### config.mk
export PLATFORM = sky130hd
export DESIGN_NAME = hybrid_controller_llc
export DESIGN_NICKNAME = d
export VERILOG_FILES = /design/src/rtl/hybrid_controller_llc_pkg.sv /design/src/rtl/hybrid_controller_llc_switching_surface.sv /design/src/rtl/hybrid_controller_llc.sv
export SDC_FILE = /design/constraint.sdc
export NUM_CORES = 1
export LEC_CHECK = 0
export BUFFER_PORTS_ARGS = -buffer_cell sky130_fd_sc_hd__buf_4
export CORE_MARGIN = 8
export CORE_UTILIZATION = 55
export DETAILED_ROUTE_END_ITERATION = 6
export PLACE_DENSITY = 0.72
export SKIP_LAST_GASP = 1
export SYNTH_ARGS = -nofsm -noshare
export SYNTH_HDL_FRONTEND = slang
export SYNTH_SLANG_ARGS = --single-unit
export TNS_END_PERCENT = 10
### constraint.sdc
create_clock -name CLK -period 3.3 [get_ports CLK]
set_input_delay 0.165 -clock CLK [delete_from_list [all_inputs] [get_ports CLK]]
set_output_delay 0.165 -clock CLK [all_outputs]
set_load 0.02 [all_outputs]
### src/rtl/hybrid_controller_llc_pkg.sv
// Shared encodings for the LLC hybrid controller: FSM state codes, sigma command
// encodings (also used by the plant model) and datapath widths.
package hybrid_controller_llc_pkg;

    typedef enum logic [2:0] {
        ST_IDLE    = 3'd0,
        ST_POS     = 3'd1,
        ST_DEAD_PN = 3'd2,
        ST_NEG     = 3'd3,
        ST_DEAD_NP = 3'd4,
        ST_FAULT   = 3'd5
    } state_t;

    localparam logic [1:0] SIGMA_ZERO = 2'b00;
    localparam logic [1:0] SIGMA_POS  = 2'b01;
    localparam logic [1:0] SIGMA_NEG  = 2'b11;

    localparam int S_W   = 34;
    localparam int CNT_W = 16;

    function automatic logic [1:0] sigma_of(state_t st);
        case (st)
            ST_POS:  return SIGMA_POS;
            ST_NEG:  return SIGMA_NEG;
            default: return SIGMA_ZERO;
        endcase
    endfunction

endpackage

### src/rtl/hybrid_controller_llc_switching_surface.sv
// Three-stage switching-surface pipeline: input capture, scaled gain products,
// then surface sum s and the overcurrent flag aligned to the same stage.
module hybrid_controller_llc_switching_surface
    import hybrid_controller_llc_pkg::*;
#(
    parameter int K_V   = 1024,
    parameter int K_I   = 1024,
    parameter int SHIFT = 10,
    parameter int I_MAX = 50_000_000
) (
    input  logic                  clk,
    input  logic                  rst_n,
    input  logic [31:0]           vc,
    input  logic [31:0]           is_in,
    output logic signed [S_W-1:0] s,
    output logic                  oc
);

    localparam logic signed [63:0] KV64 = 64'(K_V);
    localparam logic signed [63:0] KI64 = 64'(K_I);

    logic signed [31:0]    vc_q, vc_d, is_q, is_d, is2_q, is2_d;
    logic signed [63:0]    prod_v, prod_i;
    logic signed [S_W-1:0] pv_q, pv_d, pi_q, pi_d, s_q, s_d;
    logic [32:0]           is_mag;
    logic                  oc_q, oc_d;

    always_comb begin
        vc_d   = vc;
        is_d   = is_in;
        prod_v = 64'(vc_q) * KV64;
        prod_i = 64'(is_q) * KI64;
        pv_d   = S_W'(prod_v >>> SHIFT);
        pi_d   = S_W'(prod_i >>> SHIFT);
        // iS rides alongside the products so oc lands in the same stage as s
        is2_d  = is_q;
        s_d    = pv_q + pi_q;
        is_mag = is2_q[31] ? (33'd0 - 33'(is2_q)) : 33'(is2_q);
        oc_d   = is_mag > 33'(I_MAX);
    end

    always_ff @(posedge clk or negedge rst_n) begin
        if (!rst_n) begin
            vc_q  <= '0;
            is_q  <= '0;
            pv_q  <= '0;
            pi_q  <= '0;
            is2_q <= '0;
            s_q   <= '0;
            oc_q  <= 1'b0;
        end else begin
            vc_q  <= vc_d;
            is_q  <= is_d;
            pv_q  <= pv_d;
            pi_q  <= pi_d;
            is2_q <= is2_d;
            s_q   <= s_d;
            oc_q  <= oc_d;
        end
    end

    assign s  = s_q;
    assign oc = oc_q;

endmodule

### src/rtl/hybrid_controller_llc.sv
// LLC hybrid switching controller: surface pipeline feeding a POS/DEAD/NEG FSM with
// hysteresis, minimum on-time, dead time and a latched overcurrent trip.
module hybrid_controller_llc
    import hybrid_controller_llc_pkg::*;
#(
    parameter int K_V      = 1024,
    parameter int K_I      = 1024,
    parameter int SHIFT    = 10,
    parameter int H        = 1000,
    parameter int DEAD_CYC = 5,
    parameter int MIN_ON   = 20,
    parameter int I_MAX    = 50_000_000
) (
    input  logic        CLK,
    input  logic        RESET,
    input  logic        ENABLE,
    input  logic        FAULT_CLR,
    input  logic [31:0] vC,
    input  logic [31:0] iS,
    output logic [1:0]  sigma,
    output logic        switch_pulse,
    output logic        fault,
    output logic [2:0]  state
);

    localparam logic signed [S_W-1:0] H_POS     = S_W'(H);
    localparam logic signed [S_W-1:0] H_NEG     = -H_POS;
    localparam logic [CNT_W-1:0]      ON_LAST   = CNT_W'(MIN_ON - 1);
    localparam logic [CNT_W-1:0]      DEAD_LAST = CNT_W'(DEAD_CYC > 0 ? DEAD_CYC - 1 : 0);

    logic signed [S_W-1:0] s_q;
    logic                  oc_q;

    state_t            state_q, state_d;
    logic [CNT_W-1:0]  on_cnt_q, on_cnt_d, dead_cnt_q, dead_cnt_d;
    logic [1:0]        sigma_q, sigma_d;
    logic              pulse_q, pulse_d, fault_q, fault_d;
    logic              on_done;

    hybrid_controller_llc_switching_surface #(
        .K_V(K_V), .K_I(K_I), .SHIFT(SHIFT), .I_MAX(I_MAX)
    ) u_surface (
        .clk(CLK), .rst_n(RESET), .vc(vC), .is_in(iS), .s(s_q), .oc(oc_q)
    );

    always_comb begin
        state_d    = state_q;
        on_cnt_d   = on_cnt_q;
        dead_cnt_d = dead_cnt_q;
        pulse_d    = 1'b0;
        fault_d    = fault_q;
        on_done    = on_cnt_q >= ON_LAST;

        if (state_q == ST_FAULT) begin
            // a clear request coinciding with a live overcurrent keeps the trip latched
            if (FAULT_CLR && !ENABLE && !oc_q) begin
                state_d = ST_IDLE;
                fault_d = 1'b0;
            end
        end else if (oc_q) begin
            state_d = ST_FAULT;
            fault_d = 1'b1;
        end else if (!ENABLE) begin
            state_d = ST_IDLE;
        end else begin
            case (state_q)
                ST_IDLE: begin
                    if (!fault_q) begin
                        state_d  = ST_POS;
                        on_cnt_d = '0;
                        pulse_d  = 1'b1;
                    end
                end
                ST_POS: begin
                    if (on_done && s_q >= H_POS) begin
                        if (DEAD_CYC == 0) begin
                            state_d  = ST_NEG;
                            on_cnt_d = '0;
                            pulse_d  = 1'b1;
                        end else begin
                            state_d    = ST_DEAD_PN;
                            dead_cnt_d = '0;
                        end
                    end else if (on_cnt_q != '1) begin
                        on_cnt_d = on_cnt_q + 1'b1;
                    end
                end
                ST_NEG: begin
                    if (on_done && s_q <= H_NEG) begin
                        if (DEAD_CYC == 0) begin
                            state_d  = ST_POS;
                            on_cnt_d = '0;
                            pulse_d  = 1'b1;
                        end else begin
                            state_d    = ST_DEAD_NP;
                            dead_cnt_d = '0;
                        end
                    end else if (on_cnt_q != '1) begin
                        on_cnt_d = on_cnt_q + 1'b1;
                    end
                end
                ST_DEAD_PN, ST_DEAD_NP: begin
                    if (dead_cnt_q >= DEAD_LAST) begin
                        state_d  = (state_q == ST_DEAD_PN) ? ST_NEG : ST_POS;
                        on_cnt_d = '0;
                        pulse_d  = 1'b1;
                    end else begin
                        dead_cnt_d = dead_cnt_q + 1'b1;
                    end
                end
                default: state_d = ST_IDLE;
            endcase
        end

        sigma_d = sigma_of(state_d);
    end

    always_ff @(posedge CLK or negedge RESET) begin
        if (!RESET) begin
            state_q    <= ST_IDLE;
            on_cnt_q   <= '0;
            dead_cnt_q <= '0;
            sigma_q    <= SIGMA_ZERO;
            pulse_q    <= 1'b0;
            fault_q    <= 1'b0;
        end else begin
            state_q    <= state_d;
            on_cnt_q   <= on_cnt_d;
            dead_cnt_q <= dead_cnt_d;
            sigma_q    <= sigma_d;
            pulse_q    <= pulse_d;
            fault_q    <= fault_d;
        end
    end

    assign sigma        = sigma_q;
    assign switch_pulse = pulse_q;
    assign fault        = fault_q;
    assign state        = state_q;

endmodule

=== Yosys cells after proc, flatten, opt, wreduce, memory -nomap -nowiden ===
Index checks and enable logic that the tools add are counted.

* Register bits after elaboration: 233
* Input port bits: 68
* Word-level logic and storage cells: 85

* Add/sub/neg operators: 4
* $lt $le $gt $ge: 5
* Equal/unequal tests: 16
* Multiplexer cells: 31
* Bitwise gates (word level): 2
* Reductions and logical operators: 14

{| class="wikitable"
|+ Operators with widths
! kind !! number
|-
| 2-to-1 mux 16 bit || 8
|-
| case mux 16 bit (4 select lines) || 1
|-
| case mux 16 bit (3 select lines) || 1
|-
| adder 32 x 32 -> 33 bit || 1
|-
| >= comparator 33 x 11 -> 1 bit (second input constant) || 1
|-
| > comparator 33 x 26 -> 1 bit (second input constant) || 1
|-
| less-or-equal comparator 33 x 11 -> 1 bit (second input constant) || 1
|-
| 2-to-1 mux 33 bit || 1
|-
| subtractor 1 x 32 -> 33 bit (first input constant) || 1
|-
| adder 16 x 1 -> 16 bit (second input constant) || 2
|-
| 2-to-1 mux 3 bit || 8
|-
| >= comparator 16 x 3 -> 1 bit (second input constant) || 1
|-
| >= comparator 16 x 5 -> 1 bit (second input constant) || 1
|-
| != test 16 bit (second input constant) || 1
|-
| != test 2 bit (second input constant) || 7
|-
| case mux 3 bit (4 select lines) || 1
|-
| equality test 3 x 2 -> 1 bit (second input constant) || 3
|-
| 2-to-1 mux 1 bit || 8
|-
| AND reduction 8 bit || 1
|-
| AND reduction 7 bit || 1
|-
| equality test 3 x 1 -> 1 bit (second input constant) || 2
|-
| equality test 3 bit (second input constant) || 2
|-
| logical AND 1 bit || 4
|-
| case mux 2 bit (2 select lines) || 1
|-
| other kinds (11) || 13
|}

=== Depth between registers and ports, before layout ===
* Depth after elaboration: 9
* Gate-level depth with buffers: 11
* Mapped depth without buffers: 11

=== Modules after synthesis ===
Synthesis repeated with hierarchy kept, for this count alone.

* Cells, all modules: 816
* Area, all modules: 9043.7 µm²

{| class="wikitable"
|+ Modules (own cells, without submodules)
! module !! times used !! cells an instance !! area each (µm²)
|-
| hybrid_controller_llc_switching_surface || 1 || 556 || 6740.2
|-
| hybrid_controller_llc || 1 || 260 || 2303.5
|}

=== Worst setup path before layout ===
Ideal clock, no wire load.

* Path kind: register to register
* From: register u_surface.is2_q[6]
* To: register u_surface.oc_q, in the netlist u_surface.oc
* Setup time: 0.095 ns
* Data arrival time: 2.915 ns
* Data required time: 3.205 ns
* Setup slack: 0.289 ns
* Stages on the path, launching flop included: 10
* Cell sequence: dfrtp_1 > or4_4 > or4_4 > buf_6 > or2_4 > or4_4 > xnor2_2 > o31ai_1 > a21oi_1 > o31ai_1

* Cells in the longest elaborated chain, start to end: 3

{| class="wikitable"
|+ RTL lines
! element !! RTL line !! RTL
|-
| start: declaration || hybrid_controller_llc_switching_surface.sv:22 || <nowiki>logic signed [31:0] vc_q, vc_d, is_q, is_d, is2_q, is2_d;</nowiki>
|-
| start signal: assignment || hybrid_controller_llc_switching_surface.sv:56 || <nowiki>is2_q <= is2_d;</nowiki>
|-
| subtractor 1 x 32 -> 33 bit || hybrid_controller_llc_switching_surface.sv:38 || <nowiki>is_mag = is2_q[31] ? (33'd0 - 33'(is2_q)) : 33'(is2_q);</nowiki>
|-
| 2-to-1 mux 33 bit * || hybrid_controller_llc_switching_surface.sv:38 ||
|-
| > comparator 33 x 26 -> 1 bit * || hybrid_controller_llc_switching_surface.sv:39 || <nowiki>oc_d = is_mag > 33'(I_MAX);</nowiki>
|-
| via u_surface.oc_d || hybrid_controller_llc_switching_surface.sv:26 || <nowiki>logic oc_q, oc_d;</nowiki>
|-
| end signal: assignment || hybrid_controller_llc_switching_surface.sv:50 || <nowiki>oc_q <= 1'b0;</nowiki>
|-
| end signal: assignment || hybrid_controller_llc_switching_surface.sv:58 || <nowiki>oc_q <= oc_d;</nowiki>
|-
| end: declaration || hybrid_controller_llc_switching_surface.sv:26 ||
|}

Mark *: on every way through the listed nets, which the timed path passes. The rest lies on a longest branch.
A chain may end at the register's enable or synchronous reset.

=== Worst setup path after layout ===
Ends and elaborated chain as after synthesis.

==> impl_results.md <==
* CORE AREA at 15300 sq um
* Finish-stage setup viols at 0
* Max Buffers Root-to-Sink at 3
* Critical path type: flop to flop
* Xor and xnor area share after synthesis at 3.96%
* Required time of the critical path at roughly 3700 ps
* Site Rows at 45
* Largest family of logic cells by synthesized area: simple AND/OR/NAND/NOR gates
* Multiplexer share of the synthesized area at less than 1%
* Max Clock Freq at around 320 MHz
* Fin util at 70.8%
* Clock root buffer: clkbuf_16
* Final wirelength at 18800 microns
* Share of the synthesized area in the top cell type at 58.5%
* Largest area contributor in the netlist: dfrtp_1
* Critical Path AT at 3510 ps
* Drt drc at 0
* First DRT Iteration DRCs at around 420
* Max Cap Violations at 0
* Area growth syn-to-layout at 25.6%
* Number of synthesized flops with an enable pin at 0
* GPL Wtd Cong at 0.936
* First-pass DRT Iterations at 7
* Slew Limit Fails at 0
* Fillcell total at 1052
* Status: finished, final reports clean
* Wire per inst at 16.5 microns
* Final nets at 1019
* Clk pin slew, worst setup/hold paths at 70 ps
* Pwr per Cell Area at between 500 and 600 nW/um^2
* Yosys warns at 0
* Post-Synth Simple-Gate Area at 16.0%
* Synth top area cells: dfrtp_1 (59%), ha_1 (5.2%), a21oi_1 (2.7%)
* Mapped cell area at 8600 sq um
* Number of global-route vias before repair at 6585
* Initial antenna violation count at 1
* I/O pin count at 75
* CTS tree: done
* Final TNS setup at 0 ps
* Tmin final at between 3000 and 4000 ps
* Final Cycle Share at 94.1%
* Num CTS Buffers at 21
* Syn nets at ~870
* Critical Path End Type: flop
* Initial Util at a little under three fifths
* Share of cells above drive strength 1 at 14.9%
* CTS Sinks at 201
* Compound-Gate Fraction of Synth Area at 13.6%
* Post-Syn Instances at 760
* Largest net degree at the start of global routing at 95
* Post-cts resize count at 0
* Worst Tran Pin Value at about 730 ps
* Register area share after synthesis at 58.5%
* Die width at 141 microns
* Hold slack at approximately 55 ps
* DIE HEIGHT at ~140 microns
* Cts hold-fix bufs at 65
* Antenna viol nets, final at 0
* Total congestion overflow at 0
* Synth Area per Inst at 11.3 sq um
* Postcts setup bufs at 0
* Slew headroom at 51.3%
* Main synth FF type: dfrtp_1
* First-pass GRT wire length at 31400 microns
* Vias after detailed routing at 6430
* Maximum fanout along the worst path at 8
* Leakage power at 0.00479 uW
* GRT Total Usage at 19.3%
* Yosys reg bits at 201
* Async S/R FF share, synth at 100%
* Post-synthesis adder-cell area fraction at around 5.5%
* Max Clock Skew at 22.1 ps
* Worst vdd ir at 0.451 mV
* Startpoint Class: flop
* RSZ-0062 raised after global routing: false
* DR vias/cell at 5.65
* Clk_lat worst skew at 500 ps
* H-Tree Depth at 1
* Fin. Hold Viols at 0
* Post-DP HPWL at between 10000 and 15000 microns
* Synth cell types at 67
* Port-buffer cells at 74
* Hold WC Path Type: input port to flop
* DIE AREA at between 15000 and 20000 sq um
-- synth_stat cells, types with 16 or more instances --
library cell / instances
nand3_1: 17
dfrtp_1: 201
nor3_1: 23
o21ai_0: 28
xnor2_1: 24
nand2_1: 51
nor2_1: 52
and2_1: 17
nor4_1: 21
nand4_1: 16
inv_1: 29
a21oi_1: 47
ha_1: 36
clkbuf_1: 16
-- area by class of cell --
| class | instances | area, sq um | share of cell area, % |
|---|---|---|---|
| flip-flops and latches | 201 | 5030 | 46.6 |
| multi-input cells | 511 | 3380 | 31.3 |
| repair buffers | 150 | 1310 | 12.1 |
| clock buffers | 27 | 608 | 5.63 |
| well taps | 211 | 264 | 2.44 |
| inverters | 29 | 109 | 1.01 |
| clock inverters | 8 | 104 | 0.961 |
| diodes | 1 | 2.50 | 0.0232 |
-- sequential cells by signal, indices dropped and copies added (netlist names) --
name	flops
fault	1
u_surface.oc	1
state	3
u_surface.vc_q	32
u_surface.is2_d	32
dead_cnt_q	16
on_cnt_q	16
switch_pulse	1
u_surface.is2_q	32
sigma	2
u_surface.pv_q	32
u_surface.s	33
-- final timing paths --
| path | startpoint | to | slack [ps] | cells after the start |
|---|---|---|---|---|
| max in group asynchronous | RESET | on_cnt_q[3] | 2160 | 3 |
| max | u_surface.is2_q[6] | u_surface.oc | 190 | 8 |
| min reg2reg | u_surface.vc_q[16] | u_surface.pv_q[16] | 330 | 0 |
| max reg2reg | u_surface.is2_q[6] | u_surface.oc | 190 | 8 |
| min | ENABLE | state[2] | 60 | 3 |
| min in group asynchronous | RESET | dead_cnt_q[6] | 290 | 2 |
-- layout by cell type (no fill, tap or decap), types with 24 or more instances in the layout --
cell and n:
dfrtp_1 201, buf_4 83, dlygate4sd3_1 65, nor2_1 52, nand2_1 51, a21oi_1 47, ha_1 36, inv_1 29
o21ai_0 28, xnor2_1 24
-- per-stage QoR --
step                total power (uW)  std cells  cell area, sq um  setup slack, ps
finish                          5740       1138             10800              195
floorplan                       3100        760              8600              289
global placement                3310       1037              9440              222
global route                    5990       1138             10800             81.5
CTS                             5780       1137             10800              198
detailed placement              3340       1037              9440              212
-- routing by layer --
metal / vias to the layer above / part of all wire (%) / track usage (%)
li1: 3070 / - / -
met1: 3082 / 42 / 23.8
met2: 224 / 49 / 33.0
met3: 54 / 5.1 / 3.58
met4: 0 / 3.3 / 7.64
met5: - / 0 / 0
-- logic make-up (layout without fill, tap and decap cells) --
| group | Yosys count | count (layout) |
|---|---|---|
| AO/OA/AOI/OAI | 174 | 174 |
| AND/OR/NAND/NOR | 260 | 260 |
| other | 0 | 1 |
| adder cells (fa/ha/maj) | 37 | 37 |
| XOR/XNOR | 38 | 38 |
| multiplexers | 2 | 2 |
| buffers and inverters | 48 | 214 |
| flip-flops | 201 | 201 |
-- power breakdown --
group          internal (uW)  switching, uW
registers               2640            109
logic                    303            323
clock network           1450            917
total                   4390           1350
-- worst max-delay path, stage by stage (launching register included) --
cell and delay [ps]:
dfrtp_1 420, or4_4 570, or4_4 560, or2_4 280
or4_4 510, xnor2_2 140, o31ai_1 190, a21oi_1 100
o31ai_1 250
Power figures use the tool's default switching activity.
